<file path="src/rtl/uart_hd_sched_pkg.sv">
// ============================================================================
// uart_hd_sched_pkg : shared state encoding and line constants for the
//                     half-duplex UART sequencer
// Revision: 1.0
// ============================================================================
`default_nettype none

package uart_hd_sched_pkg;

  typedef enum logic [2:0] {
    S_IDLE     = 3'd0,
    S_TX_START = 3'd1,
    S_TX_DATA  = 3'd2,
    S_TX_STOP  = 3'd3,
    S_RX_START = 3'd4,
    S_RX_DATA  = 3'd5,
    S_RX_STOP  = 3'd6
  } state_t;

  localparam logic UART_IDLE_LVL = 1'b1;

endpackage

`default_nettype wire

</file>
<file path="src/rtl/uart_hd_sched_sync_ff.sv">
// ============================================================================
// sync_ff : multi-stage synchronizer with a configurable reset level
// Revision: 1.0
// ============================================================================
`default_nettype none

module sync_ff
  import uart_hd_sched_pkg::*;
#(
  parameter int   STAGES  = 2,
  parameter logic RST_VAL = UART_IDLE_LVL
) (
  input  logic clk,
  input  logic rst,
  input  logic d_i,
  output logic q_o
);

  logic [STAGES-1:0] sync_q;

  always_ff @(posedge clk) begin
    if (rst) begin
      sync_q <= {STAGES{RST_VAL}};
    end else begin
      sync_q <= {sync_q[STAGES-2:0], d_i};
    end
  end

  assign q_o = sync_q[STAGES-1];

endmodule

`default_nettype wire

</file>
<file path="src/rtl/uart_hd_sched.sv">
// ============================================================================
// uart_hd_sched : half-duplex UART sequencer sharing one baud generator
//                 between TX and RX, with RX given priority
// Revision: 1.0
// ============================================================================
`default_nettype none

module uart_hd_sched
  import uart_hd_sched_pkg::*;
#(
  parameter int DATA_BITS   = 8,
  parameter int SYNC_STAGES = 2
) (
  input  logic                 clk,
  input  logic                 rst,
  input  logic [DATA_BITS-1:0] tx_data,
  input  logic                 tx_valid,
  output logic                 tx_ready,
  output logic [DATA_BITS-1:0] rx_data,
  output logic                 rx_valid,
  output logic                 rx_frame_err,
  input  logic                 rxd,
  output logic                 txd,
  output logic                 busy,
  output logic                 init_tx,
  output logic                 init_rx,
  output logic                 en_tx,
  output logic                 en_rx,
  input  logic                 baud_pulse
);

  localparam int               CNT_W    = (DATA_BITS > 1) ? $clog2(DATA_BITS) : 1;
  localparam logic [CNT_W-1:0] LAST_BIT = CNT_W'(DATA_BITS - 1);

  state_t               state_q, state_d;
  logic [DATA_BITS-1:0] shift_q, shift_d;
  logic [CNT_W-1:0]     cnt_q, cnt_d;
  logic [DATA_BITS-1:0] rx_data_q;
  logic                 rx_valid_q, rx_err_q, txd_q;
  logic                 rxd_s, rxd_prev_q, start_edge, rx_done;

  sync_ff #(
    .STAGES  (SYNC_STAGES),
    .RST_VAL (UART_IDLE_LVL)
  ) u_rxd_sync (
    .clk (clk),
    .rst (rst),
    .d_i (rxd),
    .q_o (rxd_s)
  );

  assign start_edge = rxd_prev_q & ~rxd_s;

  always_comb begin
    state_d  = state_q;
    shift_d  = shift_q;
    cnt_d    = cnt_q;
    init_tx  = 1'b0;
    init_rx  = 1'b0;
    tx_ready = 1'b0;
    rx_done  = 1'b0;
    case (state_q)
      S_IDLE: begin
        // A line start edge cannot wait, so it pre-empts a pending TX request.
        if (!rst) begin
          tx_ready = ~start_edge;
          if (start_edge) begin
            state_d = S_RX_START;
            init_rx = 1'b1;
          end else if (tx_valid) begin
            state_d = S_TX_START;
            shift_d = tx_data;
            init_tx = 1'b1;
          end
        end
      end
      S_TX_START: begin
        if (baud_pulse) begin
          state_d = S_TX_DATA;
          cnt_d   = '0;
        end
      end
      S_TX_DATA: begin
        if (baud_pulse) begin
          shift_d = shift_q >> 1;
          cnt_d   = cnt_q + CNT_W'(1);
          if (cnt_q == LAST_BIT) state_d = S_TX_STOP;
        end
      end
      S_TX_STOP: begin
        if (baud_pulse) state_d = S_IDLE;
      end
      S_RX_START: begin
        if (baud_pulse) begin
          if (rxd_s) begin
            state_d = S_IDLE;
          end else begin
            state_d = S_RX_DATA;
            cnt_d   = '0;
          end
        end
      end
      S_RX_DATA: begin
        if (baud_pulse) begin
          shift_d = {rxd_s, shift_q[DATA_BITS-1:1]};
          cnt_d   = cnt_q + CNT_W'(1);
          if (cnt_q == LAST_BIT) state_d = S_RX_STOP;
        end
      end
      S_RX_STOP: begin
        if (baud_pulse) begin
          rx_done = 1'b1;
          state_d = S_IDLE;
        end
      end
      default: state_d = S_IDLE;
    endcase
  end

  always_ff @(posedge clk) begin
    if (rst) begin
      state_q    <= S_IDLE;
      shift_q    <= '0;
      cnt_q      <= '0;
      txd_q      <= UART_IDLE_LVL;
      rxd_prev_q <= UART_IDLE_LVL;
      rx_data_q  <= '0;
      rx_valid_q <= 1'b0;
      rx_err_q   <= 1'b0;
    end else begin
      state_q    <= state_d;
      shift_q    <= shift_d;
      cnt_q      <= cnt_d;
      rxd_prev_q <= rxd_s;
      rx_valid_q <= rx_done;
      if (rx_done) begin
        rx_data_q <= shift_q;
        rx_err_q  <= ~rxd_s;
      end
      case (state_q)
        S_TX_START: txd_q <= 1'b0;
        S_TX_DATA:  txd_q <= shift_q[0];
        default:    txd_q <= UART_IDLE_LVL;
      endcase
    end
  end

  assign txd          = txd_q;
  assign rx_data      = rx_data_q;
  assign rx_valid     = rx_valid_q;
  assign rx_frame_err = rx_err_q;
  assign busy         = (state_q != S_IDLE);
  assign en_tx        = (state_q == S_TX_START) || (state_q == S_TX_DATA) || (state_q == S_TX_STOP);
  assign en_rx        = (state_q == S_RX_START) || (state_q == S_RX_DATA) || (state_q == S_RX_STOP);

endmodule

`default_nettype wire
</file>
<file path="config.mk">
export PLATFORM = sky130hd
export DESIGN_NAME = uart_hd_sched
export DESIGN_NICKNAME = d
export VERILOG_FILES = /design/src/rtl/uart_hd_sched_pkg.sv /design/src/rtl/uart_hd_sched_sync_ff.sv /design/src/rtl/uart_hd_sched.sv
export SDC_FILE = /design/constraint.sdc
export NUM_CORES = 1
export LEC_CHECK = 0
export CAP_MARGIN = 20
export CORE_MARGIN = 1.5
export CORE_UTILIZATION = 60
export DETAILED_ROUTE_END_ITERATION = 10
export DONT_BUFFER_PORTS = 1
export GPL_ROUTABILITY_DRIVEN = 0
export PLACE_DENSITY = 0.76
export SYNTH_ARGS = -nofsm -noshare
export SYNTH_HDL_FRONTEND = slang
export SYNTH_SLANG_ARGS = --single-unit
export TNS_END_PERCENT = 50
</file>
<file path="constraint.sdc">
create_clock -name clk -period 3.5 [get_ports clk]
set_input_delay 0.7 -clock clk [delete_from_list [all_inputs] [get_ports clk]]
set_output_delay 0.7 -clock clk [all_outputs]
set_load 0.01 [all_outputs]
</file>
==> results of run 1 <==
## cell families after synthesis
group	Yosys count	synth area share, %
multiplexers	2	1.35
flip-flops	28	37.8
AND/OR/NAND/NOR	67	22.6
AO/OA/AOI/OAI	62	28.7
adder cells (fa/ha/maj)	2	1.69
buffers and inverters	27	7.85
## state kept, by name, summed over array words and instances (netlist names)
signal,count
cnt_q,3
rx_data,8
rx_frame_err,1
rx_valid,1
rxd_prev_q,1
shift_q,8
state_q,3
txd,1
u_rxd_sync.sync_q,2
## per-stage QoR
stage	utilization, %	setup WS (ns)	instance area (um^2)	hold slack, ns	total power, mW
2_1_floorplan	-	1.44	1480	0.389	0.509
3_3_place_gp	63.5	1.28	1450	0.392	0.516
3_5_place_dp	63.5	1.25	1450	0.394	0.521
4_1_cts	64.5	0.879	1470	0.417	0.646
5_1_grt	64.5	0.760	1470	0.406	0.680
6_report	64.5	0.884	1470	0.426	0.644
## worst reg2reg max path, cell delays in order (launching register included)
cell                       delay [ns]
sky130_fd_sc_hd__dfxtp_1         0.56
sky130_fd_sc_hd__or3_4           0.52
sky130_fd_sc_hd__or3b_1          0.60
sky130_fd_sc_hd__a221oi_1        0.37
sky130_fd_sc_hd__a311oi_1        0.08
## final timing paths
kind	from	slack (ns)	to	cells past startpoint
max	state_q[0]	0.88	init_rx	3
min	u_rxd_sync.sync_q[0]	0.43	u_rxd_sync.sync_q[1]	1
min reg2reg	u_rxd_sync.sync_q[0]	0.43	u_rxd_sync.sync_q[1]	1
max reg2reg	state_q[0]	1.25	shift_q[2]	4
## metal layers
layer | GRT usage, % | vias to the layer above
li1 | - | 641
met1 | 32.0 | 590
met2 | 35.4 | 34
met3 | 4.86 | 2
met4 | 8.97 | 0
met5 | 0 | -
## report_power, final
part	internal [mW]	switching, mW
Clock	0.0403	0.0877
Sequential	0.342	0.0357
Combinational	0.0648	0.0735
## layout make-up
| cell class | count | area (um^2) | area share, % |
|---|---|---|---|
| Clock buffer | 3 | 22.5 | 1.53 |
| Multi-Input combinational cell | 133 | 805 | 54.8 |
| Inverter | 12 | 45.0 | 3.07 |
| Tap cell | 28 | 35.0 | 2.39 |
| Sequential cell | 28 | 561 | 38.2 |
## placed cells by master, fill, tap and decap left out, types with 2 or more instances in the layout
master,instances
sky130_fd_sc_hd__a21boi_1,3
sky130_fd_sc_hd__nand2b_1,8
sky130_fd_sc_hd__a21oi_1,22
sky130_fd_sc_hd__or2_2,6
sky130_fd_sc_hd__ha_1,2
sky130_fd_sc_hd__a211oi_1,3
sky130_fd_sc_hd__o21ai_0,4
sky130_fd_sc_hd__a311oi_1,4
sky130_fd_sc_hd__a22oi_1,3
sky130_fd_sc_hd__a31oi_1,3
sky130_fd_sc_hd__o32ai_1,2
sky130_fd_sc_hd__or3b_1,2
sky130_fd_sc_hd__inv_1,12
sky130_fd_sc_hd__dfxtp_1,28
sky130_fd_sc_hd__a221oi_1,5
sky130_fd_sc_hd__a22o_1,4
sky130_fd_sc_hd__nand3_1,2
sky130_fd_sc_hd__nor2_1,12
sky130_fd_sc_hd__nand2_1,24
sky130_fd_sc_hd__nor3_1,3
sky130_fd_sc_hd__o31ai_1,2
sky130_fd_sc_hd__clkbuf_4,3
sky130_fd_sc_hd__and2_1,2
sky130_fd_sc_hd__mux2i_1,2
sky130_fd_sc_hd__nor2b_1,5
==> results.rst, run 1 <==
.. list-table::
   :header-rows: 1

   * - Metric
     - Value
   * - Type of the worst min-delay path
     - register to register
   * - CP endpoint kind
     - output port
   * - Final critical delay including setup and external delays
     - between 2 and 3 ns
   * - Post-synth net total
     - between 200 and 250
   * - Setup total negative slack
     - 0 ns
   * - IO buf count
     - 0
   * - Deepest level of the CTS H-tree
     - 1
   * - CTS Buf Count
     - 3
   * - Number of standard cells in the layout, taps in and fillers out
     - 204
   * - Areal power density over the cells
     - between 400 and 500 nW/um^2
   * - Normalized max-slew margin
     - a little over half
   * - DPL Wire Length
     - around 2.1 mm
   * - Top routing layer used
     - met4
   * - Buffer count from post-CTS setup fixing
     - 0
   * - Post-route DRC violation count
     - 0
   * - Met3 routed WL
     - about 170 um
   * - Wire length of the first global-routing pass
     - 4.88 mm
   * - Number of hold-repair buffers added at the cts stage
     - 0
   * - Routed metal-1 wirelength
     - between 1 and 1.5 mm
   * - Nets
     - 193
   * - Buffer levels on the longest clock path
     - 2
   * - Status
     - completed
   * - Startpoint kind of the worst setup timing path
     - register
   * - Average instance area after synthesis
     - 7.88 um^2
   * - WL/cell
     - 14.6 um
   * - Cell class contributing the biggest share of worst-path delay
     - simple AND/OR/NAND/NOR gates
   * - Remaining Overflow, GRT
     - 0
   * - EDFF count, synth
     - 0
   * - Top cells by area in the synthesized netlist
     - sky130_fd_sc_hd__dfxtp_1, sky130_fd_sc_hd__a21oi_1, sky130_fd_sc_hd__nand2_1
   * - Count of TritonRoute iterations in the first routing pass
     - 4
   * - Unrepaired setup endpoints after global routing
     - no
   * - Top cells by count, synth
     - sky130_fd_sc_hd__dfxtp_1, sky130_fd_sc_hd__nand2_1, sky130_fd_sc_hd__a21oi_1
   * - Cell area after technology mapping
     - 1480 um^2
   * - Buf/Inv on CP
     - 0
   * - Post-synth ARST share
     - 0%
   * - FILL cells
     - around 200
   * - Area enclosed by the die boundary
     - 2780 um^2
   * - Sequential fraction of the synthesis area
     - 37.8%
   * - Antenna violations before repair
     - 0
   * - Critical path arrival
     - 1.92 ns
   * - Ys Warns
     - 0
   * - Area share of the largest cell type after synthesis
     - 37.8%
   * - Overall via count from detail_route
     - 1,267
   * - Clock tree from TritonCTS
     - yes
   * - Maximum number of pins on one net before global-route repair
     - 33
   * - Cell with the most instances after synthesis
     - sky130_fd_sc_hd__dfxtp_1
   * - Number of global-route vias before repair
     - 1,081
   * - Largest stage delay on the critical path
     - 0.56 ns
   * - Portion of the clock cycle consumed by the worst path in the final layout
     - 74.7%
   * - Root cell of the clock tree
     - sky130_fd_sc_hd__clkbuf_4
   * - Final slew viol count
     - 0
   * - Die outline width
     - 52.7 um
   * - Final routed wirelength across all metal layers
     - about 3 mm
   * - Clock sink total
     - 28
   * - Biggest area consumer among synthesized cells
     - sky130_fd_sc_hd__dfxtp_1
   * - Critical Path Slowest Stage Cell
     - sky130_fd_sc_hd__dfxtp_1
   * - Floorplan die height
     - between 50 and 60 um
   * - Metal2 WL
     - approximately 1.4 mm
   * - Number of storage elements in the synthesis netlist
     - 28
   * - P_leak
     - around 0.52 nW
   * - Floorplan core area
     - 2280 um^2
   * - Cell chain of the critical path
     - or3_4 -> or2_2 -> nor2_1
   * - Max rail drop VDD
     - between 0.3 and 0.4 mV
   * - Number of inserted diodes
     - 0
   * - Number of distinct library cells after synthesis
     - 38
   * - Cell count after synthesis
     - about 190
   * - Ratio of cells with drive above 1 in the final layout
     - under 10%
   * - Total placed cells including tap cells
     - 201
   * - Setup violation total in the final timing report
     - 0
   * - Max-capacitance violation count
     - 0
   * - Detailed router's first-iteration violation count
     - 28
   * - Clock latency reported for the late side of the worst-skew pair
     - 0.32 ns
   * - Post-DR vias/cell
     - 6.21
   * - Slew at the pin closest to its max-slew limit
     - 0.710 ns
   * - Effective utilization at floorplan
     - 65.1%
   * - Largest driver fanout on the critical path
     - 25
   * - Aggregate global-route resource usage
     - about a quarter
   * - # rows
     - 17
   * - Clock transition at the registers of the reported paths
     - 0.14 ns
   * - Highest achievable clock rate
     - around 0.38 GHz
   * - Dominant register cell in the synthesized netlist
     - sky130_fd_sc_hd__dfxtp_1
   * - Worst setup skew after layout
     - 0.00725 ns
   * - Number of endpoints with negative hold slack in the final report
     - 0
   * - Ports
     - 30
   * - Synthesis-to-layout area growth
     - -0.929%
   * - Post-CTS Resized
     - 0
   * - Data required time of the critical path
     - 2.80 ns
   * - Count of nets left with antenna violations after detail routing
     - 0
   * - Type of the setup path with the least slack
     - register to output port
No activity file was read; power rests on OpenSTA's default activity.
==> run 2: changes to the inputs <==
--- a/config.mk
+++ b/config.mk
@@ -7,11 +7,11 @@
 export LEC_CHECK = 0
 export CAP_MARGIN = 20
 export CORE_MARGIN = 1.5
-export CORE_UTILIZATION = 60
+export CORE_UTILIZATION = 55
 export DETAILED_ROUTE_END_ITERATION = 10
 export DONT_BUFFER_PORTS = 1
 export GPL_ROUTABILITY_DRIVEN = 0
-export PLACE_DENSITY = 0.76
+export PLACE_DENSITY = 0.73
 export SYNTH_ARGS = -nofsm -noshare
 export SYNTH_HDL_FRONTEND = slang
 export SYNTH_SLANG_ARGS = --single-unit
==> constraint.sdc (replaced) <==
create_clock -name clk -period 2.2 [get_ports clk]
set_input_delay 0.44 -clock clk [delete_from_list [all_inputs] [get_ports clk]]
set_output_delay 0.44 -clock clk [all_outputs]
set_load 0.01 [all_outputs]
==> results.rst, run 2 (synthesized netlist as in run 1, its figures left out) <==
.. list-table::
   :header-rows: 1

   * - Metric
     - Value
   * - Number of standard cells in the layout, taps in and fillers out
     - 211
   * - Post-CTS Resized
     - 0
   * - Logic depth of the worst register-to-register path
     - 4
   * - Most frequent cells in the layout
     - sky130_fd_sc_hd__dfxtp_1, sky130_fd_sc_hd__nand2_1, sky130_fd_sc_hd__a21oi_1, sky130_fd_sc_hd__nor2_1, sky130_fd_sc_hd__inv_1
   * - Number of hold-repair buffers added at the cts stage
     - 0
   * - Critical path arrival
     - 1.60 ns
   * - Final slew viol count
     - 0
   * - Number of inserted diodes
     - 0
   * - Final critical delay including setup and external delays
     - 2.04 ns
   * - Areal power density over the cells
     - 718 nW/um^2
   * - Buffer levels on the longest clock path
     - 2
   * - Die outline width
     - 54.9 um
   * - Switching power share of the total
     - 30.4%
   * - Total power of the final layout
     - 1.09 mW
   * - Setup total negative slack
     - 0 ns
   * - Clock group share of total power
     - a little under a quarter
   * - Data required time of the critical path
     - approximately 1.8 ns
   * - Remaining Overflow, GRT
     - 0
   * - Normalized max-slew margin
     - roughly 65%
   * - Internal power summed over all cells
     - 756 uW
   * - Largest driver fanout on the critical path
     - 3
   * - Metal2 WL
     - 1.55 mm
   * - Slew at the pin closest to its max-slew limit
     - 0.521 ns
   * - Post-Route Utilization
     - 60.0%
   * - Relative contribution of combinational cells to total power
     - 24.5%
   * - Worst Hold Path Cells
     - 1
   * - Effective utilization at floorplan
     - 58.7%
   * - Overall via count from detail_route
     - 1,313
   * - Antenna violations before repair
     - 0
   * - Routed metal-1 wirelength
     - roughly 1.5 mm
   * - Post-route DRC violation count
     - 0
   * - CTS Buf Count
     - 3
   * - Top routing layer used
     - met4
   * - DPL Wire Length
     - 2.31 mm
   * - WL/cell
     - 15.3 um
   * - Type of the worst min-delay path
     - primary input to register
   * - Count of nets left with antenna violations after detail routing
     - 0
   * - CP endpoint kind
     - output port
   * - Max-capacitance violation count
     - 0
   * - Buffer count from post-CTS setup fixing
     - 0
   * - Aggregate global-route resource usage
     - 23.6%
   * - IO buf count
     - 0
   * - Ports
     - 30
   * - Met3 routed WL
     - 206 um
   * - Unrepaired setup endpoints after global routing
     - no
   * - Detailed router's first-iteration violation count
     - 46
   * - Final routed wirelength across all metal layers
     - 3.23 mm
   * - Worst hold margin
     - between 0.15 and 0.2 ns
   * - Root cell of the clock tree
     - sky130_fd_sc_hd__clkbuf_4
   * - Most common cell after layout, fill and taps aside
     - sky130_fd_sc_hd__dfxtp_1
   * - P_leak
     - about 0.54 nW
   * - Nets
     - a little under 200
   * - Floorplan core area
     - 2520 um^2
   * - Maximum number of pins on one net before global-route repair
     - 33
   * - Setup violation total in the final timing report
     - 0
   * - Clock tree from TritonCTS
     - yes
   * - Number of global-route vias before repair
     - roughly 1,100
   * - Highest achievable clock rate
     - 0.490 GHz
   * - Deepest level of the CTS H-tree
     - 1
   * - Worst setup skew after layout
     - 0.00737 ns
   * - Clock sink total
     - 28
   * - Area enclosed by the die boundary
     - ~3000 um^2
   * - Sw power
     - approximately 330 uW
   * - Total placed cells including tap cells
     - just over 200
   * - Post-DR vias/cell
     - 6.22
   * - Clock latency reported for the late side of the worst-skew pair
     - 0.33 ns
   * - Sequential share of power
     - 52.5%
   * - Startpoint kind of the worst setup timing path
     - register
   * - Max rail drop VDD
     - 0.421 mV
   * - Portion of the clock cycle consumed by the worst path in the final layout
     - a little over 90%
   * - # rows
     - 18
   * - Wire length of the first global-routing pass
     - 5.13 mm
   * - Synthesis-to-layout area growth
     - 2.20%
   * - Clock transition at the registers of the reported paths
     - 0.15 ns
   * - Ratio of cells with drive above 1 in the final layout
     - 8.84%
   * - Type of the setup path with the least slack
     - register to output port
   * - Status
     - completed
   * - Number of endpoints with negative hold slack in the final report
     - 0
   * - Count of TritonRoute iterations in the first routing pass
     - 4
   * - Floorplan die height
     - 54.9 um
## run 2: cell count changes in the layout (fill, tap and decap cells not counted), sizes merged
cell and change:
buf +4, clkbuf +1
## run 2: per-stage QoR
stage | worst slack [ns] | instance area (um^2)
after floorplan | 0.487 | 1480
after global placement | 0.385 | 1480
after detailed placement | 0.286 | 1480
after CTS | 0.151 | 1510
after global routing | 0.0690 | 1510
final | 0.158 | 1510
## run 2: power by group through the flow
| stage | clock, mW | combinational [mW] | sequential, mW |
|---|---|---|---|
| finish | 0.249 | 0.266 | 0.571 |
| global route | 0.279 | 0.296 | 0.578 |
| CTS | 0.257 | 0.265 | 0.570 |
| detailed placement | 0 | 0.264 | 0.581 |
| global placement | 0 | 0.254 | 0.580 |
| floorplan | 0 | 0.234 | 0.575 |
## run 2: final timing paths
check | start | endpoint | slack, ns
max | state_q[0] | tx_ready | 0.16
min | rst | shift_q[7] | 0.16
min reg2reg | u_rxd_sync.sync_q[0] | u_rxd_sync.sync_q[1] | 0.43
max reg2reg | state_q[0] | shift_q[2] | 0.25
## run 2: final cells by class
cell class	instances	area [um^2]
clock buffers	4	36.3
fillers	234	1010
inverters	12	45.0
multi-input cells	133	805
flip-flops and latches	28	561
well taps	30	37.5
repair buffers	4	30.0
## run 2: critical path, cell delays in order, from the launching register on
cell	delay [ns]
sky130_fd_sc_hd__dfxtp_1	0.35
sky130_fd_sc_hd__or3_4	0.41
sky130_fd_sc_hd__or2_2	0.31
sky130_fd_sc_hd__nor2_1	0.21
## run 2: per-layer routing
metal  track usage, %  vias to the layer above
met1             30.8                      618
met4             7.72                        0
li1                 -                      648
met2             39.3                       45
met5                0                        -
met3             4.30                        2
